**src/rtl/sw_key_input.sv**
```systemverilog
// Switch/button conditioning for the picoMIPS core.
// Synchronises the raw inputs, debounces the key and latches SW when a press is accepted.
module sw_key_input #(
   parameter int n         = 8,
   parameter int DB_CYCLES = 500000
) (
   input  logic         clk,
   input  logic         reset,
   input  logic [n-1:0] sw_raw,
   input  logic         key_n,
   output logic [n-1:0] SW,
   output logic         branch_status,
   output logic         press_pulse
);

   localparam int CW = $clog2(DB_CYCLES + 1);
   localparam logic [CW-1:0] CNT_LAST = CW'(DB_CYCLES - 1);

   localparam logic [1:0] IDLE         = 2'd0;
   localparam logic [1:0] PRESS_WAIT   = 2'd1;
   localparam logic [1:0] PRESSED      = 2'd2;
   localparam logic [1:0] RELEASE_WAIT = 2'd3;

   logic [n-1:0]  sw_q1, sw_s;
   logic          key_q1, key_q2;
   logic          key_s;
   logic [1:0]    state, state_d;
   logic [CW-1:0] cnt, cnt_d;
   logic          accept;

   always_ff @(posedge clk or negedge reset) begin
      if (!reset) begin
         sw_q1  <= '0;
         sw_s   <= '0;
         key_q1 <= 1'b1;
         key_q2 <= 1'b1;
      end else begin
         sw_q1  <= sw_raw;
         sw_s   <= sw_q1;
         key_q1 <= key_n;
         key_q2 <= key_q1;
      end
   end

   assign key_s = ~key_q2;

   // The counter restarts on every state entry, so it never needs to wrap.
   always_comb begin
      state_d = state;
      cnt_d   = cnt;
      accept  = 1'b0;
      case (state)
         IDLE: begin
            if (key_s) begin
               state_d = PRESS_WAIT;
               cnt_d   = '0;
            end
         end
         PRESS_WAIT: begin
            if (!key_s) begin
               state_d = IDLE;
            end else if (cnt == CNT_LAST) begin
               state_d = PRESSED;
               accept  = 1'b1;
            end else begin
               cnt_d = cnt + 1'b1;
            end
         end
         PRESSED: begin
            if (!key_s) begin
               state_d = RELEASE_WAIT;
               cnt_d   = '0;
            end
         end
         RELEASE_WAIT: begin
            if (key_s) begin
               state_d = PRESSED;
            end else if (cnt == CNT_LAST) begin
               state_d = IDLE;
            end else begin
               cnt_d = cnt + 1'b1;
            end
         end
         default: begin
            state_d = IDLE;
            cnt_d   = '0;
         end
      endcase
   end

   always_ff @(posedge clk or negedge reset) begin
      if (!reset) begin
         state         <= IDLE;
         cnt           <= '0;
         SW            <= '0;
         branch_status <= 1'b0;
         press_pulse   <= 1'b0;
      end else begin
         state         <= state_d;
         cnt           <= cnt_d;
         branch_status <= (state_d == PRESSED) || (state_d == RELEASE_WAIT);
         press_pulse   <= accept;
         if (accept) begin
            SW <= sw_s;
         end
      end
   end

endmodule

```
**config.mk**
```make
export PLATFORM = sky130hd
export DESIGN_NAME = sw_key_input
export DESIGN_NICKNAME = d
export VERILOG_FILES = /design/src/rtl/sw_key_input.sv
export SDC_FILE = /design/constraint.sdc
export NUM_CORES = 1
export LEC_CHECK = 0
export BUFFER_PORTS_ARGS = -buffer_cell sky130_fd_sc_hd__buf_4
export CAP_MARGIN = 10
export CORE_ASPECT_RATIO = 1.5
export CORE_UTILIZATION = 45
export DETAILED_ROUTE_END_ITERATION = 10
export PLACE_DENSITY = 0.72
export SYNTH_ARGS = -nofsm -noshare
export SYNTH_HDL_FRONTEND = slang
export SYNTH_SLANG_ARGS = --single-unit
```
**constraint.sdc**
```tcl
create_clock -name clk -period 2.29 [get_ports clk]
set_clock_uncertainty 0.05 [all_clocks]
set_input_delay 0.3435 -clock clk [delete_from_list [all_inputs] [get_ports clk]]
set_output_delay 0.3435 -clock clk [all_outputs]
set_load 0.01 [all_outputs]
```
==> results of run 1 <==
metrics by stage:
stage / hold slack, ps / area, sq um / setup slack [ps] / util / cells
CTS: 8.82 / 2340 / 240 / 0.552 / 250
global route: 24.2 / 2340 / 45.1 / 0.552 / 250
detailed placement: 285 / 2260 / 257 / 0.532 / 242
finish: -14.9 / 2340 / 238 / 0.552 / 250
floorplan: -2.09 / 2000 / 223 / - / 172
global placement: 282 / 2260 / 302 / 0.532 / 242
cell type report:
class / count / area (sq um)
Clock buffer: 6 / 72.6
Inverter: 2 / 7.51
Clock inverter: 2 / 12.5
Tap cell: 46 / 57.6
Multi-Input combinational cell: 117 / 758
Sequential cell: 48 / 1200
Timing Repair Buffer: 29 / 230
Fill cell: 371 / 1900
sequential cells by signal, summed over array words and instances (netlist names):
name	flops
key_q2	1
cnt	19
sw_q1	8
branch_status	1
SW	8
state	1
press_pulse	1
key_q1	1
sw_s	8
cell families after synthesis:
family	Yosys count	synth area share
buf+inv	7	0.0194
compound gates	45	0.139
xor+xnor	2	0.00876
fa+ha+maj	1	0.00625
simple gates	61	0.180
mux	8	0.0450
flops	48	0.602
report_power, final:
group          switching (W)  leakage, nW  total (W)  internal [W]
Sequential         0.0000311        0.622   0.000910      0.000879
Combinational      0.0000508        0.380  0.0000891     0.0000383
Clock               0.000271       0.0412   0.000485      0.000213
Total               0.000353         1.04    0.00148       0.00113
cells in the mapped netlist (all sizes together) (2+ instances only):
master and number:
dfrtp 46, nand2 19, o21ai 19, nand3 11, o31ai 9, mux2 8, a21oi 5, nor2 5
a21o 4, a31oi 4, nand4 4, nor3 4, nor4 4, buf 3, a41oi 2, and3 2
clkbuf 2, dfstp 2, inv 2, or4 2
cells in the final DEF, fill, tap and decap left out, types with 4 or more instances in the layout:
cell	netlist	routed
a31oi_1	4	4
nor2_1	5	5
mux2_2	8	8
dfrtp_1	46	46
a21oi_1	5	5
a21o_1	4	4
nand3_1	11	11
o31ai_1	9	9
nand2_1	19	19
buf_4	1	28
nor3_1	4	4
nand4_1	4	4
o21ai_0	19	19
clkbuf_8	0	5
metal layers:
layer	vias to the layer above	global-route usage	wire [um]
met3	12	0.0589	164
li1	701	-	-
met5	-	0	0
met1	750	0.210	1620
met2	45	0.333	2160
met4	0	0.0953	100
final timing paths:
kind	startpoint	end	depth (start not counted)
worst min register to register	sw_q1[1]$_DFF_PN0_	sw_s[1]$_DFF_PN0_	0
max in group asynchronous	reset	SW[5]$_DFFE_PN0P_	1
min in group clk	sw_raw[6]	sw_q1[6]$_DFF_PN0_	1
worst max-delay path	cnt[0]$_DFFE_PN0P_	cnt[18]$_DFFE_PN0P_	6
worst min-delay path	reset	SW[4]$_DFFE_PN0P_	1
worst max register to register	cnt[0]$_DFFE_PN0P_	cnt[18]$_DFFE_PN0P_	6
worst max-delay path, cell delays in order, from the launching register on:
cell     delay, ps
dfrtp_1        460
ha_1           270
nand2_1        140
nor4_2         420
nand4_1        160
or4_1          410
nand3_1         90
==> results by group, run 1 <==
STA
  • TNS Setup: 0 ps
  • Slew Limit Fails: 0
  • Crit share post-route: 0.896
  • Slew HR: 0.603
  • Fin. Hold Viols: 15
  • Slew @ Worst Pin: between 500 and 600 ps
  • Setup violations, final: 0
  • RSZ-0062 raised after global routing: false
  • Achievable frequency: 0.487 GHz
  • Crit path time final: 2050 ps
  • Worst hold slack: -14.9 ps

Synth
  • Post-synth ARST share: 1.00
  • Synth top area share: 0.575
  • Netlist Area Pre-Place: 2000 sq um
  • Area leader, netlist: dfrtp_1
  • Post-Syn Nets: 184
  • Cells after synthesis: 172
  • Most used DFF post-synth: dfrtp_1
  • Top cells by area, synth: dfrtp_1 (58%), o21ai_0 (4.8%), mux2_2 (4.5%), nand2_1 (3.6%), o31ai_1 (3.4%)
  • Synth Area per Inst: 11.6 sq um
  • Register area share after synthesis: 0.602
  • Ys Warns: 0
  • Synth Register Bits: between 40 and 50
  • Post-synth cell types: 41
  • Post-synth EDFFs: 0

Global routing
  • Global route overflow: 0
  • First-pass GRT wire length: about 6900 um
  • Vias in the first global route: 1,519
  • Largest net degree at the start of global routing: 49
  • Initial antenna violation count: 0
  • Gr usage total: 0.193

Setup path
  • Crit Path Category: reg2reg
  • Worst setup SP type: flip-flop
  • Critical Path RT: between 2000 and 2500 ps
  • R2R Setup Slk: between 200 and 250 ps
  • Setup crit end kind: flip-flop
  • Data arrival, critical path: approximately 2300 ps
  • Crit path max fanout: 7

Drt
  • First-pass DRT Iterations: 5
  • DR WL/cell: approximately 16 um
  • Antenna Nets Post-Route: 0
  • Starting DRT DRC Count: 67
  • Vias: 1,508
  • # DRC: 0
  • Via-to-Cell Ratio: ~6.0
  • Drt total wl: 4040 um

Clocking
  • # hold bufs at CTS: 0
  • Clk slew on worst S/H paths: roughly 90 ps
  • Post-CTS setup repair buffer count: 0
  • CTS H-tree depth: 2
  • Maximum clock insertion buffer count: 2
  • CTS Sinks: 48
  • Root buffer cell: clkbuf_8
  • Number of CTS-inserted buffers: 5
  • CTS tree: built
  • Clock Latency Late Sink: 300 ps
  • Post-CTS Resized: 0

Finish
  • Antenna diodes: 0
  • Share of layout cells above drive strength 1: 0.255
  • Area Growth Syn to Fin: 17.1%
  • Final Net Count: 215

Place
  • RePlAce Congestion: 0.972
  • PortBufs: 20
  • Final HPWL DP: approximately 2800 um

Power and ir drop
  • Pwr per Cell Area: 634 nW/um^2
  • Leakage Power: 1.04 nW
  • Worst vdd ir: 0.553 mV
  • Pwr Total: 0.00148 W

Status
  • Outcome: finished, violations left
  • Violated checks: hold timing

Floorplanning
  • Die X-Extent: 56.4 um
  • Initial Utilization: 0.471
  • I/O Pins: 21
  • Core Box Area: 4250 sq um
  • Die area: 4720 sq um
  • Std cell rows: 29
  • Die H: 83.7 um

Worst hold path
  • Hold crit path type: in2async

Job
  • Max Cap Viol: 0
No activity file was read; power rests on OpenSTA's default activity.
==> inputs of run 2 (changes only) <==
CTS_BUF_LIST = sky130_fd_sc_hd__clkbuf_16   (was unset)
SKIP_LAST_GASP = 1   (was unset)
==> run 2 against run 1 <==
  * The run now ends clean
  * Wire length grew 1.8%
  * Total power grew 14%
  * Sequential cell count is the same
  * Global-route usage shrank 0.29 points
  * Final cell count is the same
  * Hold slack gained 30 ps
  * Maximum frequency shrank 1.4%
  * Clock-buffer cell count shrank 1
  * Sequential power is essentially flat
  * Sequential share of layout area shrank 1.2 points
  * First-iteration DRC count shrank 13%
  * Critical path depth is the same
  * Critical endpoint unchanged
==> results by group, run 2 (synthesized netlist as in run 1, its figures left out) <==
Clocking
  • Maximum clock insertion buffer count: 2
  • Post-CTS Resized: 0
  • Clock Latency Late Sink: about 280 ps
  • # hold bufs at CTS: 0
  • Root buffer cell: clkbuf_16
  • CTS Sinks: 48
  • CTS tree: built
  • Clk slew on worst S/H paths: roughly 60 ps
  • CTS H-tree depth: 2
  • Number of CTS-inserted buffers: 5
  • Post-CTS setup repair buffer count: 0

Finish
  • Commonest non-fill, non-tap cells in the layout: dfrtp_1 (46), buf_4 (28), nand2_1 (19), o21ai_0 (19), nand3_1 (11)
  • Fin area: approximately 2400 sq um
  • Share of layout cells above drive strength 1: 0.255
  • Fill cells: roughly 360
  • Most common cell after layout, fill and taps aside: dfrtp_1
  • Reg with most FFs: cnt
  • Antenna diodes: 0
  • Final Net Count: 215
  • Final core occ: 0.565
  • Area Growth Syn to Fin: 19.9%
  • Max reg flops: 19

Setup path
  • R2r startpoint: cnt[0]$_DFFE_PN0P_
  • Cells along the critical path: ha_1, nand2_1, nor4_2, nand4_1, or4_1, nand3_1
  • Worst r2r path cells: 6
  • Data arrival, critical path: 2250 ps
  • Crit path max fanout: 7
  • Crit Reg-Reg Endpoint: cnt[18]$_DFFE_PN0P_
  • R2R Setup Slk: 210 ps
  • CP bufs+invs: 0
  • Critical Path RT: 2460 ps
  • CP delay by family, top: simple AND/OR/NAND/NOR gates
  • Worst setup SP type: flip-flop
  • Crit Path Category: reg2reg
  • Delay of the slowest critical-path stage: 450 ps
  • Setup crit end kind: flip-flop
  • Critical-path top delay cell: dfrtp_1

Floorplanning
  • Die X-Extent: 56.4 um
  • Std cell rows: 29
  • Core Box Area: 4250 sq um
  • Initial Utilization: 0.471
  • Die area: 4720 sq um
  • Die H: 83.7 um
  • I/O Pins: 21

Global routing
  • Initial antenna violation count: 0
  • Global Route met3 Usage: 0.0388
  • First-pass GRT wire length: 7000 um
  • Global route overflow: 0
  • GRT Max-Usage Layer: met2
  • Vias in the first global route: 1,513
  • GRT met2 Usage: 0.334
  • Met1 usage: 0.223
  • Largest net degree at the start of global routing: 49
  • Gr usage total: 0.190

Status
  • Outcome: finished, final reports clean

Power and ir drop
  • Leakage Power: 1.07 nW
  • Pwr per Cell Area: 704 nW/um^2
  • Worst vdd ir: about 0.73 mV

Drt
  • # DRC: 0
  • Vias: 1,509
  • DR WL/cell: 16.5 um
  • Antenna Nets Post-Route: 0
  • First-pass DRT Iterations: 4
  • Starting DRT DRC Count: between 50 and 60
  • Via-to-Cell Ratio: 6.04
  • Drt total wl: 4120 um

Place
  • RePlAce Congestion: 0.972
  • PortBufs: 20
  • Final HPWL DP: 2810 um
  • Post-DP Area: 2260 sq um

STA
  • Slew Limit Fails: 0
  • Slew HR: 0.603
  • Fin. Hold Viols: 0
  • Crit path time final: around 2100 ps
  • Crit share post-route: 0.908
  • Setup violations, final: 0
  • Slew @ Worst Pin: 595 ps
  • TNS Setup: 0 ps
  • Achievable frequency: 0.481 GHz
  • RSZ-0062 raised after global routing: false

Worst hold path
  • Hold crit path type: in2async

Job
  • Max Cap Viol: 0
[run 2: final cells by class]
type	instances	area, sq um	area share
Multi-Input combinational cell	117	758	0.316
Timing Repair Buffer	29	230	0.0960
Inverter	2	7.51	0.00313
Sequential cell	48	1200	0.502
Clock buffer	5	125	0.0522
Clock inverter	3	16.3	0.00678
Tap cell	46	57.6	0.0240
[run 2: metrics by stage]
stage,hold slack (ps),power (W),setup WS [ps],std cells
3_3_place_gp,282,0.00101,302,242
5_1_grt,61.9,0.00176,55.7,250
6_report,15.2,0.00169,210,250
4_1_cts,40.7,0.00171,241,250
3_5_place_dp,285,0.00102,257,242
2_1_floorplan,-2.09,0.000961,223,172
[run 2: per-layer routing]
| layer | part of all wire | routed length (um) | vias up |
|---|---|---|---|
| met2 | 0.53 | 2190 | 59 |
| met4 | 0.022 | 91 | 0 |
| li1 | - | - | 705 |
| met1 | 0.40 | 1630 | 736 |
| met5 | 0 | 0 | - |
| met3 | 0.049 | 201 | 9 |
[run 2: how the worst max path moves through the flow]
stage,slack (ps),end,cells after the start,from
after CTS,240,cnt[18]$_DFFE_PN0P_,6,cnt[0]$_DFFE_PN0P_
after global routing,60,cnt[18]$_DFFE_PN0P_,6,cnt[0]$_DFFE_PN0P_
after floorplan,220,SW[0]$_DFFE_PN0P_,5,cnt[6]$_DFFE_PN0P_
after detailed placement,260,cnt[18]$_DFFE_PN0P_,6,cnt[0]$_DFFE_PN0P_
final,210,cnt[18]$_DFFE_PN0P_,6,cnt[0]$_DFFE_PN0P_
after global placement,300,cnt[18]$_DFFE_PN0P_,6,cnt[0]$_DFFE_PN0P_
[run 2: report_power, final]
part | switching [W] | internal [W]
logic | 0.0000515 | 0.0000386
clock network | 0.000288 | 0.000398
registers | 0.0000329 | 0.000881
total | 0.000372 | 0.00132
